**src/rtl/bin_weight_loader_pkg.sv**
```systemverilog
// Shared types and sizing helpers for the binary-weight loader and the layer it feeds.
package bin_weight_loader_pkg;

    localparam int DEF_INPUT_DIM  = 16;
    localparam int DEF_OUTPUT_DIM = 4;
    localparam int DEF_WORD_W     = 8;

    typedef enum logic [1:0] {
        IDLE,
        LOAD,
        COMMIT
    } state_t;

    // Row-major weight matrix; row 0 occupies the least-significant INPUT_DIM bits.
    typedef logic [DEF_OUTPUT_DIM-1:0][DEF_INPUT_DIM-1:0] weight_mat_t;

    function automatic int calc_wpr(input int input_dim, input int word_w);
        return input_dim / word_w;
    endfunction

    function automatic int calc_beats(input int input_dim, input int output_dim, input int word_w);
        return (output_dim * input_dim) / word_w;
    endfunction

    function automatic int idx_w(input int n);
        return (n > 1) ? $clog2(n) : 1;
    endfunction

endpackage

```
**src/rtl/bin_weight_loader_if.sv**
```systemverilog
// Stream-in / weight-out bundle between a weight source and the loader.
interface bin_weight_loader_if #(
    parameter int INPUT_DIM  = 16,
    parameter int OUTPUT_DIM = 4,
    parameter int WORD_W     = 8
);
    logic                                   start;
    logic                                   s_valid;
    logic                                   s_ready;
    logic [WORD_W-1:0]                      s_data;
    logic                                   s_last;
    logic [OUTPUT_DIM-1:0][INPUT_DIM-1:0]   weight;
    logic                                   weight_valid;
    logic                                   busy;
    logic                                   commit;
    logic                                   err;

    modport master (
        output start, s_valid, s_data, s_last,
        input  s_ready, weight, weight_valid, busy, commit, err
    );

    modport slave (
        input  start, s_valid, s_data, s_last,
        output s_ready, weight, weight_valid, busy, commit, err
    );

endinterface

```
**src/rtl/bin_weight_addr_ctr.sv**
```systemverilog
// Row/word write pointer into the shadow bank, with a flag for the terminal beat.
module bin_weight_addr_ctr
    import bin_weight_loader_pkg::*;
#(
    parameter int WPR        = 2,
    parameter int OUTPUT_DIM = 4,
    parameter int ROW_W      = idx_w(OUTPUT_DIM),
    parameter int WORD_CW    = idx_w(WPR)
) (
    input  logic               clk,
    input  logic               rst_n,
    input  logic               clear,
    input  logic               inc,
    output logic [ROW_W-1:0]   row,
    output logic [WORD_CW-1:0] word,
    output logic               last_beat
);

    logic last_word;
    logic last_row;

    assign last_word = (word == WORD_CW'(WPR - 1));
    assign last_row  = (row == ROW_W'(OUTPUT_DIM - 1));
    assign last_beat = last_word && last_row;

    always_ff @(posedge clk or negedge rst_n) begin
        if (!rst_n) begin
            row  <= '0;
            word <= '0;
        end else if (clear) begin
            row  <= '0;
            word <= '0;
        end else if (inc) begin
            if (last_word) begin
                word <= '0;
                row  <= last_row ? '0 : row + 1'b1;
            end else begin
                word <= word + 1'b1;
            end
        end
    end

endmodule

```
**src/rtl/bin_weight_loader.sv**
```systemverilog
// Assembles streamed weight bits into a shadow bank and commits it atomically to the layer.
module bin_weight_loader
    import bin_weight_loader_pkg::*;
#(
    parameter int INPUT_DIM  = DEF_INPUT_DIM,
    parameter int OUTPUT_DIM = DEF_OUTPUT_DIM,
    parameter int WORD_W     = DEF_WORD_W
) (
    input  logic                 clk,
    input  logic                 rst_n,
    bin_weight_loader_if.slave   bus
);

    localparam int WPR     = calc_wpr(INPUT_DIM, WORD_W);
    localparam int ROW_W   = idx_w(OUTPUT_DIM);
    localparam int WORD_CW = idx_w(WPR);

    generate
        if ((INPUT_DIM % WORD_W) != 0) begin : g_bad_word_w
            $error("bin_weight_loader: INPUT_DIM must be a multiple of WORD_W");
        end
    endgenerate

    state_t                                state_q;
    state_t                                state_d;
    logic [OUTPUT_DIM-1:0][INPUT_DIM-1:0]  shadow_q;
    logic [OUTPUT_DIM-1:0][INPUT_DIM-1:0]  weight_q;
    logic                                  weight_valid_q;
    logic                                  commit_q;
    logic                                  err_q;

    logic                                  ctr_clear;
    logic                                  beat_acc;
    logic                                  err_set;
    logic                                  err_clr;
    logic                                  do_commit;
    logic [ROW_W-1:0]                      ctr_row;
    logic [WORD_CW-1:0]                    ctr_word;
    logic                                  last_beat;

    bin_weight_addr_ctr #(
        .WPR        (WPR),
        .OUTPUT_DIM (OUTPUT_DIM),
        .ROW_W      (ROW_W),
        .WORD_CW    (WORD_CW)
    ) u_addr_ctr (
        .clk       (clk),
        .rst_n     (rst_n),
        .clear     (ctr_clear),
        .inc       (beat_acc),
        .row       (ctr_row),
        .word      (ctr_word),
        .last_beat (last_beat)
    );

    always_ff @(posedge clk or negedge rst_n) begin
        if (!rst_n) begin
            state_q <= IDLE;
        end else begin
            state_q <= state_d;
        end
    end

    // A start in LOAD wins over any beat presented in the same cycle.
    always_comb begin
        state_d   = state_q;
        ctr_clear = 1'b0;
        beat_acc  = 1'b0;
        err_set   = 1'b0;
        err_clr   = 1'b0;
        do_commit = 1'b0;
        case (state_q)
            IDLE: begin
                if (bus.start) begin
                    ctr_clear = 1'b1;
                    err_clr   = 1'b1;
                    state_d   = LOAD;
                end
            end
            LOAD: begin
                if (bus.start) begin
                    ctr_clear = 1'b1;
                    err_clr   = 1'b1;
                end else if (bus.s_valid) begin
                    beat_acc = 1'b1;
                    if (last_beat) begin
                        err_set = !bus.s_last;
                        state_d = COMMIT;
                    end else if (bus.s_last) begin
                        err_set = 1'b1;
                        state_d = IDLE;
                    end
                end
            end
            COMMIT: begin
                do_commit = 1'b1;
                state_d   = IDLE;
            end
            default: state_d = IDLE;
        endcase
    end

    always_ff @(posedge clk or negedge rst_n) begin
        if (!rst_n) begin
            shadow_q       <= '0;
            weight_q       <= '0;
            weight_valid_q <= 1'b0;
            commit_q       <= 1'b0;
            err_q          <= 1'b0;
        end else begin
            if (beat_acc) begin
                shadow_q[ctr_row][int'(ctr_word) * WORD_W +: WORD_W] <= bus.s_data;
            end
            if (do_commit) begin
                weight_q       <= shadow_q;
                weight_valid_q <= 1'b1;
            end
            commit_q <= do_commit;
            if (err_clr) begin
                err_q <= 1'b0;
            end else if (err_set) begin
                err_q <= 1'b1;
            end
        end
    end

    assign bus.s_ready      = (state_q == LOAD);
    assign bus.busy         = (state_q == LOAD) || (state_q == COMMIT);
    assign bus.weight       = weight_q;
    assign bus.weight_valid = weight_valid_q;
    assign bus.commit       = commit_q;
    assign bus.err          = err_q;

endmodule
```
**src/flat_wrapper.sv**
```systemverilog
// flat-port wrapper written by rule: the top's interface ports become plain ports
module bin_weight_loader_flat import bin_weight_loader_pkg::*;
#(
    parameter int INPUT_DIM  = DEF_INPUT_DIM,
    parameter int OUTPUT_DIM = DEF_OUTPUT_DIM,
    parameter int WORD_W     = DEF_WORD_W
)
  (clk, rst_n, bus_start, bus_s_valid, bus_s_data, bus_s_last, bus_s_ready, bus_weight, bus_weight_valid, bus_busy, bus_commit, bus_err);
  bin_weight_loader_if #(.INPUT_DIM(INPUT_DIM), .OUTPUT_DIM(OUTPUT_DIM), .WORD_W(WORD_W)) bus_i ();
  input  logic clk;
  input  logic rst_n;
  input wire logic [$bits(bus_i.start)-1:0] bus_start;
  input wire logic [$bits(bus_i.s_valid)-1:0] bus_s_valid;
  input wire logic [$bits(bus_i.s_data)-1:0] bus_s_data;
  input wire logic [$bits(bus_i.s_last)-1:0] bus_s_last;
  output wire logic [$bits(bus_i.s_ready)-1:0] bus_s_ready;
  output wire logic [$bits(bus_i.weight)-1:0] bus_weight;
  output wire logic [$bits(bus_i.weight_valid)-1:0] bus_weight_valid;
  output wire logic [$bits(bus_i.busy)-1:0] bus_busy;
  output wire logic [$bits(bus_i.commit)-1:0] bus_commit;
  output wire logic [$bits(bus_i.err)-1:0] bus_err;
  assign bus_i.start = bus_start;
  assign bus_i.s_valid = bus_s_valid;
  assign bus_i.s_data = bus_s_data;
  assign bus_i.s_last = bus_s_last;
  assign bus_s_ready = bus_i.s_ready;
  assign bus_weight = bus_i.weight;
  assign bus_weight_valid = bus_i.weight_valid;
  assign bus_busy = bus_i.busy;
  assign bus_commit = bus_i.commit;
  assign bus_err = bus_i.err;
  bin_weight_loader #(.INPUT_DIM(INPUT_DIM), .OUTPUT_DIM(OUTPUT_DIM), .WORD_W(WORD_W)) u_core (.clk(clk), .rst_n(rst_n), .bus(bus_i));
endmodule
```
**config.mk**
```make
export PLATFORM = sky130hd
export DESIGN_NAME = bin_weight_loader_flat
export DESIGN_NICKNAME = d
export VERILOG_FILES = /design/src/rtl/bin_weight_loader_pkg.sv /design/src/rtl/bin_weight_loader_if.sv /design/src/rtl/bin_weight_addr_ctr.sv /design/src/rtl/bin_weight_loader.sv /design/src/flat_wrapper.sv
export SDC_FILE = /design/constraint.sdc
export NUM_CORES = 1
export LEC_CHECK = 0
export ABC_AREA = 1
export ABC_CLOCK_PERIOD_IN_PS = 2000
export CAP_MARGIN = 25
export CORE_ASPECT_RATIO = 1.25
export CORE_UTILIZATION = 54
export CTS_CLUSTER_SIZE = 10
export DETAILED_ROUTE_END_ITERATION = 7
export PLACE_DENSITY = 0.82
export SKIP_CTS_REPAIR_TIMING = 1
export SLEW_MARGIN = 20
export SYNTH_ARGS = -nofsm -noshare
export SYNTH_HDL_FRONTEND = slang
export SYNTH_SLANG_ARGS = --single-unit
```
**constraint.sdc**
```tcl
create_clock -name clk -period 2 [get_ports clk]
set_input_delay 0.3 -clock clk [delete_from_list [all_inputs] [get_ports clk]]
set_output_delay 0.3 -clock clk [all_outputs]
set_load 0.05 [all_outputs]
```
==> impl_table.tex, run 1 <==
\begin{tabular}{lr}
\hline
Metric & Value \\
\hline
\multicolumn{2}{l}{\textbf{Finish}} \\
\quad Fillcell total & 693 \\
\quad Fraction of layout cells with a size suffix above 1 & 8.75\% \\
\quad Area delta synth->final & 27.2\% \\
\quad FF/Latch Area & 3400 µm² \\
\quad Fin util & 71.1\% \\
\quad Multi-input combinational cell area & 1740 µm² \\
\quad Final \#Nets & 682 \\
\quad Final antenna diode count & 0 \\
\multicolumn{2}{l}{\textbf{Worst setup path}} \\
\quad Arrival @ worst endpoint & 1.59 ns \\
\quad Capturing element type of the critical path & output port \\
\quad Buf+Inv Stages, Crit Path & 1 \\
\quad Critical path, cell by cell & clkdlybuf4s50\_1 \\
\quad Crit path launch & u\_core.bus.weight[47] \\
\quad Source of the worst register-to-register timing path & u\_core.state\_q[1] \\
\quad Slowest stage delay, CP & 0.81 ns \\
\quad Endpoint of the most critical setup path & bus\_weight[47] \\
\quad Cell count of the worst reg-to-reg path & 7 \\
\quad Crit path max-delay cell type & clkdlybuf4s50\_1 \\
\quad Top fanout value on the critical path & 2 \\
\quad Worst path required time & 1.70 ns \\
\quad Startpoint types & flop \\
\quad Number of cells on the critical path & 1 \\
\quad Class of the most critical setup path & flop to output port \\
\quad Kind of cell with the highest combined delay on the critical path & buffers and inverters \\
\quad Reg2reg end & u\_core.shadow\_q[48] \\
\quad Reg-to-reg slack, setup & 0.25 ns \\
\multicolumn{2}{l}{\textbf{Clock tree}} \\
\quad H-tree level count & 4 \\
\quad Clock transition at path regs & 0.06 ns \\
\quad Number of CTS-inserted buffers & 17 \\
\quad Clock Root Buffer & clkbuf\_16 \\
\quad Sinks on Clock Net & 136 \\
\quad Clock buffer depth & 2 \\
\quad Clock tree from TritonCTS & built \\
\quad Worst-skew pair later-pin latency & 0.42 ns \\
\multicolumn{2}{l}{\textbf{Routing}} \\
\quad Vias after detailed routing & 4201 \\
\quad Length of the first detailed-routing pass in iterations & 5 \\
\quad Average wire per cell in the routed design & 15.0 µm \\
\quad Count of nets left with antenna violations after detail routing & 0 \\
\quad Vias/cell & 5.25 \\
\quad Violation count after the first detailed-routing iteration & 257 \\
\quad Overall routed net length & 12000 µm \\
\quad Number of remaining DRC errors & 0 \\
\multicolumn{2}{l}{\textbf{Logic synthesis}} \\
\quad Post-synthesis register bit count & 136 \\
\quad Top cells by area, synth & dfrtp\_1 63\%, nand2\_1 20\%, o21ai\_1 4.4\% \\
\quad Synthesized area & 5430 µm² \\
\quad Cell accounting for the most synthesized area & dfrtp\_1 \\
\quad Most frequent cells after synthesis & 284 x nand2\_1, 136 x dfrtp\_1, 48 x o21ai\_1 \\
\quad Count of flip-flops with a built-in enable after synthesis & 0 \\
\quad Most frequently used cell type in the post-synthesis netlist & nand2\_1 \\
\quad Flip-flop cell with the highest count after synthesis & dfrtp\_1 \\
\quad Post-synth ARST share & 100\% \\
\quad Yosys warning count & 0 \\
\quad Synthesized net count & 596 \\
\quad Fraction of post-synthesis cell area in the top cell type by area & 62.7\% \\
\quad Number of standard cells after synthesis & 575 \\
\quad Mean cell area of the mapped netlist & 9.44 µm² \\
\quad Post-synthesis cell type count & 22 \\
\quad Sequential fraction of the synthesis area & 62.7\% \\
\multicolumn{2}{l}{\textbf{Min path}} \\
\quad Type of the worst min-delay path & input port to asynchronous set/reset pin \\
\multicolumn{2}{l}{\textbf{Status}} \\
\quad Status & completed \\
\multicolumn{2}{l}{\textbf{Global route}} \\
\quad First-pass GRT wire length & 19800 µm \\
\quad Residual overflow from global routing & 0 \\
\quad Maximum number of pins on one net before global-route repair & 65 \\
\quad Via count of the first global-routing pass & 3997 \\
\quad Initial antenna violation count & 0 \\
\quad Total routing resource utilization after global routing & 25.1\% \\
\multicolumn{2}{l}{\textbf{Placement}} \\
\quad HPWL after DPL & 7900 µm \\
\quad PortBufs & 81 \\
\quad Gpl congestion & 0.895 \\
\multicolumn{2}{l}{\textbf{Power and ir drop}} \\
\quad Total power divided by cell area & 1080 nW/µm² \\
\quad Worst vdd ir & 0.952 mV \\
\quad Leakage power of the design & 3.64 nW \\
\multicolumn{2}{l}{\textbf{Timing}} \\
\quad Max transition margin & 58.3\% \\
\quad Final hold viol count & 0 \\
\quad Setup total negative slack & 0 ns \\
\quad Top achievable clock speed & 528 MHz \\
\quad Worst Clk Skew & 0.0121 ns \\
\quad Final setup violating endpoints & 0 \\
\quad Final critical-path required period & 1.89 ns \\
\quad RSZ-0062 raised after global routing & no \\
\quad Part of the cycle the worst path needs & 94.7\% \\
\quad Slew Viols, Final & 0 \\
\quad Worst-Margin Slew & 0.626 ns \\
\multicolumn{2}{l}{\textbf{Die}} \\
\quad Number of cell rows & 40 \\
\quad Count of pins on the block boundary & 82 \\
\quad Die outline width & 91.7 µm \\
\quad Core area & 9710 µm² \\
\quad Full die area & 10500 µm² \\
\quad Vertical extent of the die & 114 µm \\
\quad Starting Density & 55.9\% \\
\multicolumn{2}{l}{\textbf{Job}} \\
\quad Count of max-cap constraint violations & 0 \\
\hline
\end{tabular}
-- layout by cell type (no fill, tap or decap), types with 2 or more instances in the layout --
cell type,n
clkinv_2,4
nand4_1,14
o21ai_1,48
bufinv_16,2
inv_6,2
inv_1,25
a21oi_1,2
nand2_1,284
nor2_1,9
nand3_1,7
nand2_4,7
clkbuf_16,17
dfrtp_1,136
clkdlybuf4s50_1,78
clkinvlp_4,5
buf_4,11
o21ai_0,4
clkinv_4,2
buf_12,3
nand3_4,2
ha_1,7
-- registers in the layout, indices dropped and copies added, names as in the netlist --
name / count
u_core.bus.commit: 1
u_core.state_q: 2
u_core.bus.weight: 64
u_core.bus.err: 1
u_core.u_addr_ctr.row: 2
u_core.bus.weight_valid: 1
u_core.shadow_q: 64
u_core.u_addr_ctr.word: 1
-- routing by layer --
metal	GRT usage, %	share of wire (%)	vias up
li1	-	-	1985
met1	32.1	40	2048
met2	42.5	52	151
met3	4.98	5.6	17
met4	10.1	1.7	0
met5	0	0	-
-- cells by family after synthesis --
family	share of synthesized area, %
flip-flops	62.7
AND/OR/NAND/NOR	25.1
AO/OA/AOI/OAI	4.98
buffers and inverters	5.41
adder cells (fa/ha/maj)	1.84
-- per-stage QoR --
stage / total power [mW] / area [µm²] / setup slack (ns) / hold WS [ns] / cells
2_1_floorplan: 4.12 / 5430 / 0.108 / 0.00441 / 575
3_3_place_gp: 4.38 / 6320 / 0.261 / 0.278 / 767
3_5_place_dp: 4.46 / 6320 / 0.196 / 0.280 / 767
4_1_cts: 7.48 / 6900 / 0.0925 / -0.157 / 799
5_1_grt: 7.79 / 6910 / 0.0618 / 0.411 / 800
6_report: 7.47 / 6910 / 0.106 / 0.390 / 800
-- power breakdown --
| group | total (mW) | switching, mW | internal [mW] |
|---|---|---|---|
| clock network | 3.03 | 1.19 | 1.83 |
| registers | 3.37 | 0.259 | 3.11 |
| logic | 1.08 | 0.689 | 0.387 |
| total | 7.47 | 2.14 | 5.33 |
-- cell type report --
| type | count | share of cell area [%] |
|---|---|---|
| sequential | 136 | 49.3 |
| multi-input combinational | 387 | 25.1 |
| timing repair buffer | 93 | 13.5 |
| clock buffer | 17 | 6.16 |
| tap | 126 | 2.28 |
| clock inverter | 15 | 2.21 |
| inverter | 26 | 1.41 |
-- how the worst min path moves through the flow --
stage	start	to	slack (ns)	depth (start not counted)
finish	rst_n	u_core.bus.weight[2]	0.39	2
global placement	rst_n	u_core.bus.weight[3]	0.28	1
CTS	rst_n	u_core.shadow_q[2]	-0.16	1
global route	rst_n	u_core.shadow_q[2]	0.41	2
detailed placement	rst_n	u_core.bus.weight[2]	0.28	1
floorplan	rst_n	u_core.bus.commit	0.004	0
Note: power is estimated with default switching activity, not from simulation.
==> inputs of run 2 (changes only) <==
- CORE_UTILIZATION: 54 -> 55
- DONT_BUFFER_PORTS: not set -> 1
- PLACE_DENSITY: 0.82 -> 0.72
- REMOVE_ABC_BUFFERS: not set -> 1
==> impl_table.tex, run 2 (synthesis results as in run 1) <==
\begin{tabular}{lr}
\hline
Metric & Value \\
\hline
\multicolumn{2}{l}{\textbf{Status}} \\
\quad Status & finished, violations left (was completed) \\
\quad Failing checks & hold timing \\
\multicolumn{2}{l}{\textbf{Clock tree}} \\
\quad Clock tree from TritonCTS & built (unchanged) \\
\quad Worst-skew pair later-pin latency & 0.41 ns (was 0.42 ns) \\
\quad H-tree level count & 4 (unchanged) \\
\quad Clock buffer depth & 2 (unchanged) \\
\quad Clock Root Buffer & clkbuf\_16 (unchanged) \\
\quad Clock transition at path regs & 0.05 ns (was 0.06 ns) \\
\quad Number of CTS-inserted buffers & 17 (unchanged) \\
\quad Sinks on Clock Net & 136 (unchanged) \\
\multicolumn{2}{l}{\textbf{Die}} \\
\quad Full die area & 10300 µm² (was 10500 µm²) \\
\quad Count of pins on the block boundary & 82 (unchanged) \\
\quad Vertical extent of the die & 113 µm (was 114 µm) \\
\quad Core area & 9610 µm² (was 9710 µm²) \\
\quad Number of cell rows & 40 (unchanged) \\
\quad Starting Density & 56.5\% (was 55.9\%) \\
\quad Die outline width & 90.9 µm (was 91.7 µm) \\
\multicolumn{2}{l}{\textbf{Finish}} \\
\quad Area delta synth->final & 11.5\% (was 27.2\%) \\
\quad Multi-input combinational cell area & 1740 µm² (unchanged) \\
\quad Fillcell total & 839 (was 693) \\
\quad Commonest cells after routing, fill and taps aside & 284 x nand2\_1, 136 x dfrtp\_1, 48 x o21ai\_1 (was 284 x nand2\_1, 136 x dfrtp\_1, 78 x clkdlybuf4s50\_1) \\
\quad Post-Layout Cell Count & 711 (was 800) \\
\quad Final \#Nets & 595 (was 682) \\
\quad Most common library cell in the layout ignoring fill and taps & nand2\_1 (unchanged) \\
\quad Fraction of layout cells with a size suffix above 1 & 8.03\% (was 8.75\%) \\
\quad Final antenna diode count & 0 (unchanged) \\
\quad FF/Latch Area & 3400 µm² (unchanged) \\
\quad Fin util & 63.0\% (was 71.1\%) \\
\quad Final Cell Area & 6060 µm² (was 6910 µm²) \\
\multicolumn{2}{l}{\textbf{Routing}} \\
\quad Average wire per cell in the routed design & 15.4 µm (was 15.0 µm) \\
\quad Vias/cell & 5.18 (was 5.25) \\
\quad Vias after detailed routing & 3680 (was 4201) \\
\quad Number of remaining DRC errors & 0 (unchanged) \\
\quad Count of nets left with antenna violations after detail routing & 0 (unchanged) \\
\quad Violation count after the first detailed-routing iteration & 191 (was 257) \\
\quad Length of the first detailed-routing pass in iterations & 4 (was 5) \\
\quad Overall routed net length & 10900 µm (was 12000 µm) \\
\multicolumn{2}{l}{\textbf{Worst setup path}} \\
\quad Worst path required time & 2.29 ns (was 1.70 ns) \\
\quad Critical path, cell by cell & inv\_1, ha\_1, nand2\_4, nor2\_8, nand2\_4, nand2\_1, o21ai\_1 (was clkdlybuf4s50\_1) \\
\quad Reg-to-reg slack, setup & 0.25 ns (about the same) \\
\quad Reg2reg end & u\_core.shadow\_q[56] (was u\_core.shadow\_q[48]) \\
\quad Startpoint types & flop (unchanged) \\
\quad Source of the worst register-to-register timing path & u\_core.state\_q[1] (unchanged) \\
\quad Buf+Inv Stages, Crit Path & 1 (unchanged) \\
\quad Crit path max-delay cell type & dfrtp\_1 (was clkdlybuf4s50\_1) \\
\quad Capturing element type of the critical path & flop (was output port) \\
\quad Slowest stage delay, CP & 0.40 ns (was 0.81 ns) \\
\quad Top fanout value on the critical path & 25 (was 2) \\
\quad Arrival @ worst endpoint & 2.04 ns (was 1.59 ns) \\
\quad Class of the most critical setup path & flop to flop (was flop to output port) \\
\quad Crit path top cell by count & nand2\_4 \\
\quad Cell count of the worst reg-to-reg path & 7 (unchanged) \\
\quad Kind of cell with the highest combined delay on the critical path & simple AND/OR/NAND/NOR gates (was buffers and inverters) \\
\multicolumn{2}{l}{\textbf{Placement}} \\
\quad Pre-CTS setup slack & 0.246 ns (was 0.196 ns) \\
\quad PortBufs & 0 (was 81) \\
\quad HPWL after DPL & 6880 µm (was 7900 µm) \\
\quad Dpl cells & 680 (was 767) \\
\quad Cell Area, Placed & 5440 µm² (was 6320 µm²) \\
\quad Gpl congestion & 0.794 (was 0.895) \\
\multicolumn{2}{l}{\textbf{Min path}} \\
\quad Type of the worst min-delay path & input port to asynchronous set/reset pin (unchanged) \\
\multicolumn{2}{l}{\textbf{Power and ir drop}} \\
\quad Worst vdd ir & 0.763 mV (was 0.952 mV) \\
\quad Total power after layout & 7.31 mW (was 7.47 mW) \\
\quad Proportion of power drawn by flip-flops and latches & 46.2\% (was 45.1\%) \\
\quad Internal Pwr Total & 5.40 mW (was 5.33 mW) \\
\quad Net switching share of the total power & 26.2\% (was 28.7\%) \\
\quad Total power divided by cell area & 1210 nW/µm² (was 1080 nW/µm²) \\
\quad Switching Power & 1.91 mW (was 2.14 mW) \\
\quad Proportion of power drawn by combinational gates & 11.6\% (was 14.4\%) \\
\quad Clk network pwr share & 42.2\% (was 40.5\%) \\
\quad Leakage power of the design & 3.34 nW (was 3.64 nW) \\
\multicolumn{2}{l}{\textbf{Global route}} \\
\quad Maximum number of pins on one net before global-route repair & 137 (was 65) \\
\quad First-pass GRT wire length & 18100 µm (was 19800 µm) \\
\quad Met3 capacity usage during global routing & 8.40\% (was 4.98\%) \\
\quad Via count of the first global-routing pass & 3630 (was 3997) \\
\quad Residual overflow from global routing & 0 (unchanged) \\
\quad Fraction of met2 tracks used by global routing & 37.0\% (was 42.5\%) \\
\quad Most Crowded Layer GR & met2 (unchanged) \\
\quad Total routing resource utilization after global routing & 23.2\% (was 25.1\%) \\
\quad Global routing met1 resource utilization & 28.7\% (was 32.1\%) \\
\quad Initial antenna violation count & 0 (unchanged) \\
\multicolumn{2}{l}{\textbf{Timing}} \\
\quad Worst Clk Skew & 0.00610 ns (was 0.0121 ns) \\
\quad Part of the cycle the worst path needs & 87.6\% (was 94.7\%) \\
\quad RSZ-0062 raised after global routing & no (unchanged) \\
\quad Worst-Margin Slew & 0.585 ns (was 0.626 ns) \\
\quad Final setup violating endpoints & 0 (unchanged) \\
\quad Worst Slack Setup Final & 0.249 ns (was 0.106 ns) \\
\quad Final hold viol count & 136 (was 0) \\
\quad Top achievable clock speed & 571 MHz (was 528 MHz) \\
\quad Max transition margin & 60.9\% (was 58.3\%) \\
\quad Final critical-path required period & 1.75 ns (was 1.89 ns) \\
\quad Slew Viols, Final & 0 (unchanged) \\
\quad Worst hold margin & -0.418 ns (was 0.390 ns) \\
\multicolumn{2}{l}{\textbf{Job}} \\
\quad Count of max-cap constraint violations & 0 (unchanged) \\
\hline
\end{tabular}
run 2: cell count changes in the layout (fill, tap and decap cells not counted), sizes merged:
| cell | before | now |
|---|---|---|
| clkbuf | 17 | 21 |
| bufinv | 2 | 3 |
| dlygate4sd3 | 1 | 0 |
| inv | 28 | 26 |
| buf | 14 | 6 |
| clkinvlp | 5 | 2 |
| clkinv | 6 | 4 |
| clkdlybuf4s50 | 78 | 0 |
run 2: how the worst max path moves through the flow:
stage	startpoint	to	depth (start not counted)
finish	u_core.state_q[1]	u_core.shadow_q[56]	7
global route	u_core.state_q[1]	u_core.shadow_q[4]	7
CTS	u_core.state_q[0]	u_core.bus.weight[0]	5
detailed placement	u_core.state_q[0]	u_core.bus.weight[10]	5
global placement	u_core.state_q[0]	u_core.bus.weight[13]	5
floorplan	u_core.state_q[0]	u_core.bus.weight[0]	5
run 2: through the flow:
step / hold slack (ns) / setup TNS [ns]
3_3_place_gp: 0.00768 / 0
2_1_floorplan: 0.00441 / -44.30
5_1_grt: -0.438 / 0
4_1_cts: -0.431 / 0
6_report: -0.418 / 0
3_5_place_dp: 0.00717 / 0
run 2: power by group through the flow:
stage          Combinational, mW  Clock (mW)  Sequential, mW
3_5_place_dp               0.845           0            3.42
3_3_place_gp               0.806           0            3.40
2_1_floorplan              0.635           0            3.39
4_1_cts                    0.849        3.13            3.38
5_1_grt                    0.957        3.23            3.43
6_report                   0.846        3.09            3.38
run 2: layer usage:
metal	routed length [µm]	vias to the layer above
li1	-	1793
met1	4570	1773
met2	5400	98
met3	784	16
met4	174	0
met5	0	-
run 2: final cells by class:
cell class                      count  area share (%)
Multi-Input combinational cell    387            28.7
Timing Repair Buffer                6            1.28
Inverter                           26            1.61
Clock inverter                      9            2.07
Tap cell                          126            2.60
Clock buffer                       21            7.60
Sequential cell                   136            56.2
==> inputs of run 3 (changes only) <==
- ABC_CLOCK_PERIOD_IN_PS: 2000 -> not set
==> results of run 3 <==
Final layout, timing and power as in run 2 (identical DEF).
